### src/rtl/ising_axi_host.sv
// rtl/ising_axi_host.sv - host initiator running one full anneal on ising_axi per command
// Writes counters, restarts the machine, waits R cycles, then reads back all N phase bits.
module ising_axi_host #(
  parameter int          N               = 3,
  parameter int          RD_TIMEOUT      = 16,
  parameter logic [31:0] START_ADDR      = 32'h0000_0000,
  parameter logic [31:0] CTR_CUTOFF_ADDR = 32'h0000_0004,
  parameter logic [31:0] CTR_MAX_ADDR    = 32'h0000_0008,
  parameter logic [31:0] PHASE_ADDR_BASE = 32'h0000_0100
) (
  input  logic         clk,
  input  logic         axi_rstn,
  input  logic         cmd_valid,
  output logic         cmd_ready,
  input  logic [31:0]  cmd_cutoff,
  input  logic [31:0]  cmd_max,
  input  logic [31:0]  cmd_run_cycles,
  input  logic         cmd_abort,
  output logic         busy,
  output logic         res_valid,
  output logic [N-1:0] res_phase,
  output logic         res_error,
  output logic         wready,
  output logic [31:0]  wr_addr,
  output logic [31:0]  wdata,
  output logic         arvalid_q,
  output logic [31:0]  araddr_q,
  output logic         rready,
  input  logic         rvalid,
  input  logic         rresp,
  input  logic [31:0]  rdata
);

  localparam int IW = (N > 1) ? $clog2(N) : 1;
  localparam int TW = (RD_TIMEOUT > 1) ? $clog2(RD_TIMEOUT) : 1;
  localparam logic [IW-1:0] LAST_IDX = IW'(N - 1);
  localparam logic [TW-1:0] T_LAST   = TW'(RD_TIMEOUT - 1);

  typedef enum logic [3:0] {
    S_IDLE, S_WR_CUTOFF, S_WR_MAX, S_WR_RSTLO, S_WR_START,
    S_RUN, S_RD_ADDR, S_RD_WAIT, S_ABORT, S_DONE
  } state_t;

  state_t         state, state_nxt;
  logic [31:0]    cutoff_q, cutoff_nxt;
  logic [31:0]    max_q, max_nxt;
  logic [31:0]    cnt, cnt_nxt;
  logic [IW-1:0]  idx, idx_nxt;
  logic [TW-1:0]  tcnt, tcnt_nxt;
  logic           err, err_nxt;
  logic           pend, pend_nxt;
  logic [N-1:0]   phase_nxt;
  logic           wready_nxt, arvalid_nxt;
  logic [31:0]    wr_addr_nxt, wdata_nxt, araddr_nxt;

  logic unused_rdata;
  assign unused_rdata = ^rdata[31:1];

  always_comb begin
    state_nxt  = state;
    cutoff_nxt = cutoff_q;
    max_nxt    = max_q;
    cnt_nxt    = cnt;
    idx_nxt    = idx;
    tcnt_nxt   = tcnt;
    err_nxt    = err;
    pend_nxt   = pend;
    phase_nxt  = res_phase;
    case (state)
      S_IDLE: if (cmd_valid) begin
        state_nxt  = S_WR_CUTOFF;
        cutoff_nxt = cmd_cutoff;
        max_nxt    = cmd_max;
        cnt_nxt    = cmd_run_cycles;
        idx_nxt    = '0;
        err_nxt    = 1'b0;
        pend_nxt   = 1'b0;
        phase_nxt  = '0;
      end
      S_WR_CUTOFF: state_nxt = cmd_abort ? S_ABORT : S_WR_MAX;
      S_WR_MAX:    state_nxt = cmd_abort ? S_ABORT : S_WR_RSTLO;
      S_WR_RSTLO:  state_nxt = cmd_abort ? S_ABORT : S_WR_START;
      S_WR_START: begin
        if (cmd_abort)         state_nxt = S_ABORT;
        else if (cnt == 32'd0) state_nxt = S_RD_ADDR;
        else                   state_nxt = S_RUN;
      end
      S_RUN: begin
        if (cmd_abort) state_nxt = S_ABORT;
        else begin
          cnt_nxt = cnt - 32'd1;
          if (cnt == 32'd1) state_nxt = S_RD_ADDR;
        end
      end
      S_RD_ADDR: begin
        pend_nxt  = pend | cmd_abort;
        tcnt_nxt  = '0;
        state_nxt = S_RD_WAIT;
      end
      // An abort here only takes effect after the outstanding read resolves.
      S_RD_WAIT: begin
        pend_nxt = pend | cmd_abort;
        if (rvalid) begin
          phase_nxt[idx] = rdata[0];
          if (rresp) err_nxt = 1'b1;
          if (pend_nxt)               state_nxt = S_ABORT;
          else if (idx == LAST_IDX)   state_nxt = S_DONE;
          else begin
            idx_nxt   = idx + 1'b1;
            state_nxt = S_RD_ADDR;
          end
        end else if (tcnt == T_LAST) begin
          err_nxt   = 1'b1;
          state_nxt = pend_nxt ? S_ABORT : S_DONE;
        end else begin
          tcnt_nxt = tcnt + 1'b1;
        end
      end
      S_ABORT: state_nxt = S_DONE;
      S_DONE:  state_nxt = S_IDLE;
      default: state_nxt = S_IDLE;
    endcase
    if (state_nxt == S_ABORT) err_nxt = 1'b1;

    // Outputs are decoded from the next state so that they register alongside it.
    wready_nxt  = 1'b0;
    wr_addr_nxt = 32'd0;
    wdata_nxt   = 32'd0;
    case (state_nxt)
      S_WR_CUTOFF: begin wready_nxt = 1'b1; wr_addr_nxt = CTR_CUTOFF_ADDR; wdata_nxt = cutoff_nxt; end
      S_WR_MAX:    begin wready_nxt = 1'b1; wr_addr_nxt = CTR_MAX_ADDR;    wdata_nxt = max_nxt;    end
      S_WR_RSTLO:  begin wready_nxt = 1'b1; wr_addr_nxt = START_ADDR;      wdata_nxt = 32'd0;      end
      S_WR_START:  begin wready_nxt = 1'b1; wr_addr_nxt = START_ADDR;      wdata_nxt = 32'd1;      end
      S_ABORT:     begin wready_nxt = 1'b1; wr_addr_nxt = START_ADDR;      wdata_nxt = 32'd0;      end
      default: ;
    endcase
    arvalid_nxt = (state_nxt == S_RD_ADDR);
    araddr_nxt  = arvalid_nxt ? (PHASE_ADDR_BASE + (32'(idx_nxt) << 2)) : 32'd0;
  end

  always_ff @(posedge clk or negedge axi_rstn) begin
    if (!axi_rstn) begin
      state     <= S_IDLE;
      cutoff_q  <= 32'd0;
      max_q     <= 32'd0;
      cnt       <= 32'd0;
      idx       <= '0;
      tcnt      <= '0;
      err       <= 1'b0;
      pend      <= 1'b0;
      res_phase <= '0;
      cmd_ready <= 1'b1;
      busy      <= 1'b0;
      res_valid <= 1'b0;
      res_error <= 1'b0;
      wready    <= 1'b0;
      wr_addr   <= 32'd0;
      wdata     <= 32'd0;
      arvalid_q <= 1'b0;
      araddr_q  <= 32'd0;
      rready    <= 1'b0;
    end else begin
      state     <= state_nxt;
      cutoff_q  <= cutoff_nxt;
      max_q     <= max_nxt;
      cnt       <= cnt_nxt;
      idx       <= idx_nxt;
      tcnt      <= tcnt_nxt;
      err       <= err_nxt;
      pend      <= pend_nxt;
      res_phase <= phase_nxt;
      cmd_ready <= (state_nxt == S_IDLE);
      busy      <= (state_nxt != S_IDLE);
      res_valid <= (state_nxt == S_DONE);
      res_error <= (state_nxt == S_DONE) & err_nxt;
      wready    <= wready_nxt;
      wr_addr   <= wr_addr_nxt;
      wdata     <= wdata_nxt;
      arvalid_q <= arvalid_nxt;
      araddr_q  <= araddr_nxt;
      rready    <= (state_nxt == S_RD_WAIT);
    end
  end

endmodule

### config.mk
export PLATFORM = sky130hd
export DESIGN_NAME = ising_axi_host
export DESIGN_NICKNAME = d
export VERILOG_FILES = /design/src/rtl/ising_axi_host.sv
export SDC_FILE = /design/constraint.sdc
export NUM_CORES = 1
export LEC_CHECK = 0
export CORE_ASPECT_RATIO = 0.75
export CORE_MARGIN = 2
export CORE_UTILIZATION = 40
export CTS_CLUSTER_SIZE = 25
export DETAILED_ROUTE_END_ITERATION = 12
export PLACE_DENSITY = 0.77
export SKIP_CTS_REPAIR_TIMING = 1
export SLEW_MARGIN = 30
export SYNTH_ARGS = -nofsm -noshare
export SYNTH_HDL_FRONTEND = slang
export SYNTH_SLANG_ARGS = --single-unit
### constraint.sdc
create_clock -name clk -period 2.1 [get_ports clk]
set_input_delay 0.42 -clock clk [delete_from_list [all_inputs] [get_ports clk]]
set_output_delay 0.42 -clock clk [all_outputs]
set_load 0.05 [all_outputs]
* Word-level counts from Yosys, hierarchy flattened *
Cells that the tools add are included.

operators by class
  $mul = 0
  reduce and logical (&&, ||, !) cells = 15
  $add $sub $neg = 4
  $lt $le $gt $ge = 2
  div/mod/pow operators = 0
  shifts and indexed selects = 0
  bitwise logic cells = 2
  muxes and demuxes = 47
  eq/ne operators = 24

operator list
  kind                                                number
  2-to-1 mux 32 bit                                   6
  case mux 32 bit (3 select lines)                    1
  case mux 32 bit (2 select lines)                    1
  2-to-1 mux 4 bit                                    13
  case mux 4 bit (9 select lines)                     1
  == test 32 x 1 -> 1 bit, second input constant      1
  zero test 32 bit                                    1
  subtractor 32 x 1 -> 32 bit, second input constant  1
  == test 4 x 3 -> 1 bit, second input constant       7
  == test 4 x 2 -> 1 bit, second input constant       4
  == test 4 bit, second input constant                4
  case mux 4 bit (2 select lines)                     2
  adder 9 x 4 -> 10 bit, first input constant         1
  2-to-1 mux 10 bit                                   1
  2-to-1 mux 2 bit                                    5
  != test 2 bit, second input constant                5
  2-to-1 mux 1 bit                                    9
  AND reduction 3 bit                                 3
  == test 4 x 1 -> 1 bit, second input constant       2
  zero test 4 bit                                     2
  nonzero test 2 bit                                  4
  2-to-1 mux 3 bit                                    2
  case mux 3 bit (2 select lines)                     1
  OR reduction 5 bit                                  1
  other kinds (15)                                    16

word-level totals
  RAM bits = 0
  memories = 0
  flip-flop bits (word level) = 192
  output and inout bits = 106
  input port bits = 134
  bits in read-only memories = 0
  bits in latches = 0

* Logic depth before layout (Yosys ltp) *
Gate-level depths: netlist of run 1.

  depth after elaboration = 8
  gate-level depth with buffers = 9
  gate-level depth less buffers = 7

* Least setup slack after synthesis of run 1 *
OpenSTA, ideal clock, no wires.

  kind = register -> register
  start point = reg cnt[22]
  end point = reg cnt[29]
  clock period less this slack = 2.089 ns
  library setup time = 0.142 ns
  data required time = 1.958 ns
  slack = 0.011 ns
  stages on the path, launching flop included = 6
  arrival time = 1.946 ns
  cell sequence = dfrtp_1 > or4_1 > nor2_4 > or4b_4 > o311ai_1 > o311ai_1

between the ends
  cells in the longest elaborated chain, start to end = 3

ends and longest elaborated chain
  element                           RTL line  RTL
  start, declared                   47        logic [31:0] cnt, cnt_nxt;
  start signal, assigned            166       cnt <= cnt_nxt;
  subtractor 32 x 1 -> 32 bit       91        cnt_nxt = cnt - 32'd1;
  2-to-1 mux 32 bit                 89        if (cmd_abort) state_nxt = S_ABORT;
  case mux 32 bit (2 select lines)  69        case (state)

No other way between the ends. The select of a mux whose other input is x is not followed.
A chain may end at the register's enable or synchronous reset.

* Worst setup path after layout of run 1 *
  start point = reg cnt[17]
  end point = reg cnt[29]

The elaborated chain is that of the path after synthesis.

==> summary.txt, run 1 <==
Clocking
  – Cts bufs inserted: 17
  – Clock Tree Buf Depth: 2
  – Reg clk slew, reported paths: 0.06 ns
  – CTS sink cnt: 122
  – H-Tree Depth: 4
  – Root Buffer: clkbuf_16
  – CTS tree: built
  – Worst skew pair latency: 0.41 ns

Synth
  – Seq/Total Area, Yosys: 49.0%
  – Main synth FF type: dfrtp_1
  – Post-Syn Instances: 597
  – Most frequent cell after synthesis: dfrtp_1
  – Synthesis warning total: 0
  – Synth area leader: dfrtp_1
  – Async SR Flop Fraction: between 90% and 100%
  – Top cell type's share of synthesized area: 48.6%
  – Syn Area/Cell: approximately 10 sq um
  – Synth top area cells: dfrtp_1 49%, buf_4 7.2%, mux2_2 5.6%, a22o_1 4.6%, a21oi_1 3.4%
  – EDFF count, synth: 0
  – Synth cell count leaders: 121 x dfrtp_1, 60 x buf_4, 42 x a21oi_1, 41 x nor2_1, 33 x a22o_1
  – Flops & latches, synth: 122
  – Yosys cell types: just over 70
  – Cell area after synthesis: 6230 sq um

Floorplan
  – Number of core rows: 39
  – Chip height: 112 microns
  – Die W: 148 microns
  – # IOs: 240
  – Initial core utilization: between 40% and 50%
  – Core region area: roughly 15000 sq um
  – DIE AREA: 16600 sq um

Timing
  – Final setup viols: 3
  – Worst-Margin Slew: between 0.5 and 0.6 ns
  – RSZ-0062 raised after global routing: yes
  – Fin crit share: 103%
  – Final worst-path setup slack: -0.0532 ns
  – Min Tclk post-route: 2.15 ns
  – Pins over their slew limit: 0
  – Highest clock rate: approximately 460 MHz
  – Rel. slew slack: 63.5%
  – Final Hold Viols: 0
  – Clock Skew: 0.00852 ns

Hold path
  – HP Class: flop to flop
  – WHS Path Cells: 1
  – Hold path endpoint: max_q[8]$_DFF_PN0_
  – Hold_sp: max_q[8]$_DFF_PN0_

Critical path
  – Worst Path Arrival: 2.41 ns
  – Crit-path max FO: 6
  – WP data required: between 2 and 2.5 ns
  – Critical Path End Type: flop
  – Crit path launch type: flop
  – Reg2Reg Depth: 5
  – R2r setup slk: -0.05 ns
  – Crit Reg-Reg Startpoint: cnt[17]$_DFFE_PN0P_
  – Setup CP Type: flop to flop
  – R2R Path End: cnt[29]$_DFFE_PN0P_

Power
  – PwrDens: 1400 nW/um^2
  – VDD IR max: 0.664 mV
  – Total power: 0.0128 W
  – Leak: 3.94 nW

Route
  – Avg Vias per Cell: 5.04
  – Drt wl/cell: 15.9 microns
  – Initial drt markers: 261
  – Detail Route Antenna Nets: 0
  – # DRC: 0
  – Initial DRT Pass Iterations: 4
  – Via count: 5208
  – Detailed Route WL: 16400 microns

Place
  – Gp weighted congestion: approximately 0.86
  – Post-DP HPWL: between 10000 and 15000 microns
  – IO Port Bufs: approximately 150
  – Placed insts: 996
  – Placed cell areas: 8330 sq um

Finish
  – Share of cells above drive strength 1: 23.3%
  – Post-Layout Cell Count: 1033
  – Design Area, Final: approximately 9100 sq um
  – Ant. Diodes: 0
  – Area Growth Syn to Fin: 46.7%
  – Final layout net count: 957
  – Final Core Density: 60.1%

Global routing
  – Total grt overflow: 0
  – Vias in the first global route: 5187
  – Initial antenna violation count: 0
  – First-pass GRT wire length: 26300 microns
  – Largest net degree at the start of global routing: 50
  – GRT Total Usage: 19.9%

Run status
  – Run status: complete, but fails checks
  – Failing checks: setup timing

Flow run
  – Max cap viols: 0
layer usage:
metal	GRT usage [%]	part of all wire (%)	vias up
li1	-	-	2494
met1	27.9	46	2530
met5	0	0	-
met3	5.12	5.9	24
met2	30.2	47	160
met4	6.86	1.6	0
where the power goes:
part / leakage, nW / switching, W / internal (W)
Clock: 0.281 / 0.00114 / 0.00180
Combinational: 2.15 / 0.00341 / 0.00258
Sequential: 1.52 / 0.000537 / 0.00333
registers in the layout, summed over array words and instances (netlist names):
register and count:
busy 1, res_valid 1, res_error 1, err 1
araddr_q 3, pend 1, wr_addr 2, res_phase 3
tcnt 4, max_q 32, cnt 32, rready 1
wready 1, wdata 32, state 4, idx 2
cmd_ready 1
worst max-delay path, stage by stage (launching register included):
cell and delay (ns):
dfrtp_1 0.38, or4_4 0.59, nor2_4 0.13, or4b_4 0.53, o311ai_2 0.23, o311ai_1 0.16
worst max-delay path by stage:
| stage | endpoint | start | slack, ns | cells past startpoint |
|---|---|---|---|---|
| after CTS | araddr_q[3]$_DFF_PN0_ | cnt[18]$_DFFE_PN0P_ | -0.14 | 6 |
| final | cnt[29]$_DFFE_PN0P_ | cnt[17]$_DFFE_PN0P_ | -0.05 | 5 |
| after global placement | wdata[9]$_DFF_PN0_ | cmd_valid | -0.44 | 8 |
| after floorplan | cnt[29]$_DFFE_PN0P_ | cnt[22]$_DFFE_PN0P_ | 0.01 | 5 |
| after detailed placement | wdata[2]$_DFF_PN0_ | cmd_valid | -0.50 | 8 |
| after global routing | cnt[29]$_DFFE_PN0P_ | cnt[17]$_DFFE_PN0P_ | -0.12 | 5 |
cell usage in the layout, fill, tap and decap left out, drive strengths merged, types with 6 or more instances in the layout:
cell,synthesis,layout
clkdlybuf4s50,0,146
dfrtp,121,121
buf,71,86
conb,1,59
a21oi,42,42
nor2,42,42
a22o,33,33
mux2,33,33
o21ai,33,33
nand2,29,29
inv,15,20
clkbuf,24,19
nor3,14,14
nand3,13,13
or4,11,11
ha,8,8
nor4,8,8
o22ai,6,6
nand4,6,6
logic make-up after synthesis:
group | after synthesis | share of synthesized area (%)
flip-flops | 122 | 49.0
other | 1 | 0.0602
AO/OA/AOI/OAI | 158 | 17.1
buffers and inverters | 110 | 10.4
adder cells (fa/ha/maj) | 8 | 1.61
multiplexers | 35 | 6.28
XOR/XNOR | 1 | 0.141
AND/OR/NAND/NOR | 162 | 15.4
metrics by stage:
step | hold slack, ns | worst slack (ns) | setup TNS [ns]
4_1_cts | -0.0612 | -0.139 | -2.30
5_1_grt | 0.505 | -0.120 | -0.902
6_report | 0.479 | -0.0532 | -0.0998
2_1_floorplan | 0.124 | 0.0114 | 0
3_5_place_dp | 0.378 | -0.499 | -32.12
3_3_place_gp | 0.375 | -0.437 | -29.09
final cells by class:
| type | instances | area (sq um) |
|---|---|---|
| Timing Repair Buffer | 236 | 2270 |
| Inverter | 15 | 58.8 |
| Tap cell | 205 | 256 |
| Sequential cell | 122 | 3060 |
| Clock buffer | 18 | 439 |
| Multi-Input combinational cell | 423 | 2900 |
| Clock inverter | 14 | 160 |
| Fill cell | 1303 | 6080 |
Note: power is estimated with default switching activity, not from simulation.
==> run 2: changes to the inputs <==
--- a/config.mk
+++ b/config.mk
@@ -10,7 +10,9 @@
 export CORE_UTILIZATION = 40
 export CTS_CLUSTER_SIZE = 25
 export DETAILED_ROUTE_END_ITERATION = 12
+export HOLD_SLACK_MARGIN = 0.02
 export PLACE_DENSITY = 0.77
+export RECOVER_POWER = 25
 export SKIP_CTS_REPAIR_TIMING = 1
 export SLEW_MARGIN = 30
 export SYNTH_ARGS = -nofsm -noshare
==> run 2 against run 1 <==
Against the previous run: via count up 0.31%; sequential share of layout area up 0.10 points; power fell by 0.11%; worst hold slack improved by 0.0016 ns; final cell count did not move; die area unchanged; combinational power hardly changed; the flow still finishes with violations (setup timing); largest cell class unchanged; sequential power barely moved.
==> summary.txt, run 2 (synthesis results as in run 1) <==
Run status
  – Run status: complete, but fails checks
  – Failing checks: setup timing

Timing
  – Rel. slew slack: approximately half
  – RSZ-0062 raised after global routing: yes
  – Final worst-path setup slack: -0.0556 ns
  – Worst-Margin Slew: 0.726 ns
  – Final setup viols: 3
  – Fin crit share: 103%
  – Hold WS: between 0.4 and 0.5 ns
  – Pins over their slew limit: 0
  – Fin Setup TNS: -0.108 ns
  – Clock Skew: between 0.009 and 0.01 ns
  – Final Hold Viols: 0
  – Highest clock rate: 464 MHz
  – Min Tclk post-route: 2.16 ns

Global routing
  – GRT Total Usage: 19.9%
  – Vias in the first global route: 5187
  – Initial antenna violation count: 0
  – First-pass GRT wire length: 26300 microns
  – Total grt overflow: 0
  – Largest net degree at the start of global routing: 50

Route
  – Initial drt markers: 259
  – Detail Route Antenna Nets: 0
  – Via count: 5224
  – Detailed Route WL: 16400 microns
  – Initial DRT Pass Iterations: 4
  – Avg Vias per Cell: 5.06
  – Drt wl/cell: 15.9 microns
  – # DRC: 0

Critical path
  – Crit path launch type: flop
  – Setup CP Type: flop to flop
  – WP data required: roughly 2.4 ns
  – Worst Path Arrival: 2.42 ns
  – Critical Path End Type: flop
  – Crit-path max FO: 6
  – Crit. Startpoint: cnt[17]$_DFFE_PN0P_
  – Crit Reg-Reg Startpoint: cnt[17]$_DFFE_PN0P_
  – R2r setup slk: -0.06 ns

Power
  – PwrDens: roughly 1400 nW/um^2
  – Part of the power in combinational logic: 46.8%
  – Switching share of total power: 39.7%
  – Seq pwr share: between 30% and 40%
  – VDD IR max: 0.665 mV
  – Clock power share: 23.0%
  – Leak: a little under 4 nW
  – Sw Pwr: 0.00508 W
  – Int Pwr: 0.00771 W
  – Total power: 0.0128 W

Clocking
  – Worst skew pair latency: around 0.41 ns
  – Root Buffer: clkbuf_16
  – CTS sink cnt: between 100 and 150
  – Cts bufs inserted: 17
  – Clock Tree Buf Depth: 2
  – CTS tree: built
  – Reg clk slew, reported paths: roughly 0.06 ns
  – H-Tree Depth: 4

Finish
  – Design Area, Final: 9120 sq um
  – Multi-input gate area: 2900 sq um
  – Commonest non-fill, non-tap cell in the layout: clkdlybuf4s50_1
  – Most frequent cells in the layout: 146 x clkdlybuf4s50_1, 119 x dfrtp_1, 76 x buf_4
  – Post-Layout Cell Count: ~1000
  – Area Growth Syn to Fin: 46.3%
  – Final layout net count: between 900 and 1000
  – Reg area: 3060 sq um
  – Ant. Diodes: 0
  – Regs by FF count: cnt (32), max_q (32), wdata (32)
  – Share of cells above drive strength 1: 23.3%
  – Filler instances: 1307

Place
  – Post-DP HPWL: 11600 microns
  – Placed insts: 996
  – Gp weighted congestion: 0.858
  – IO Port Bufs: around 150
  – Placed cell areas: 8330 sq um

Floorplan
  – Die W: 148 microns
  – Number of core rows: 39
  – Chip height: 112 microns
  – # IOs: 240
  – DIE AREA: 16600 sq um
  – Core region area: 15200 sq um
  – Initial core utilization: 40.9%

Hold path
  – Hold_sp: max_q[8]$_DFF_PN0_
  – HP Class: flop to flop

Flow run
  – Max cap viols: 0
run 2: final timing paths:
check                                       to  cells after the start
setup / recovery           cnt[29]$_DFFE_PN0P_                      5
hold / removal              max_q[8]$_DFF_PN0_                      1
max in group asynchronous   state[2]$_DFF_PN0_                      3
setup reg to reg           cnt[29]$_DFFE_PN0P_                      5
min in group asynchronous  tcnt[3]$_DFFE_PN0P_                      2
hold reg to reg             max_q[8]$_DFF_PN0_                      1
run 2: final cells by class:
cell class | instances | share of cell area (%)
clock buffer | 18 | 4.82
sequential | 122 | 33.5
timing repair buffer | 236 | 24.6
inverter | 15 | 0.645
clock inverter | 14 | 1.76
tap | 205 | 2.81
multi-input combinational | 423 | 31.8
run 2: critical path, cell delays in order, from the launching register on:
cell      delay (ns)
dfrtp_1         0.38
or4_4           0.59
nor2_4          0.13
or4b_4          0.53
o311ai_2        0.23
o311ai_1        0.15
run 2: power groups by stage:
stage	combinational [W]	sequential (W)	clock [W]
after floorplan	0.00256	0.00493	0
after global placement	0.00562	0.00385	0
after detailed placement	0.00576	0.00387	0
after CTS	0.00578	0.00385	0.00300
after global routing	0.00641	0.00400	0.00312
final	0.00598	0.00387	0.00294
run 2: stage by stage:
step	worst slack, ns	util (%)
after floorplan	0.0114	-
after global placement	-0.437	54.7
after detailed placement	-0.499	54.7
after CTS	-0.139	58.6
after global routing	-0.120	59.9
final	-0.0556	59.9
run 2: layer usage:
layer  GRT usage [%]  share of wire, %  up-vias
met5               0                 0        -
met4            6.86               1.5        0
met3            5.12               6.3       24
met2            30.2                47      162
met1            27.9                45     2543
li1                -                 -     2495
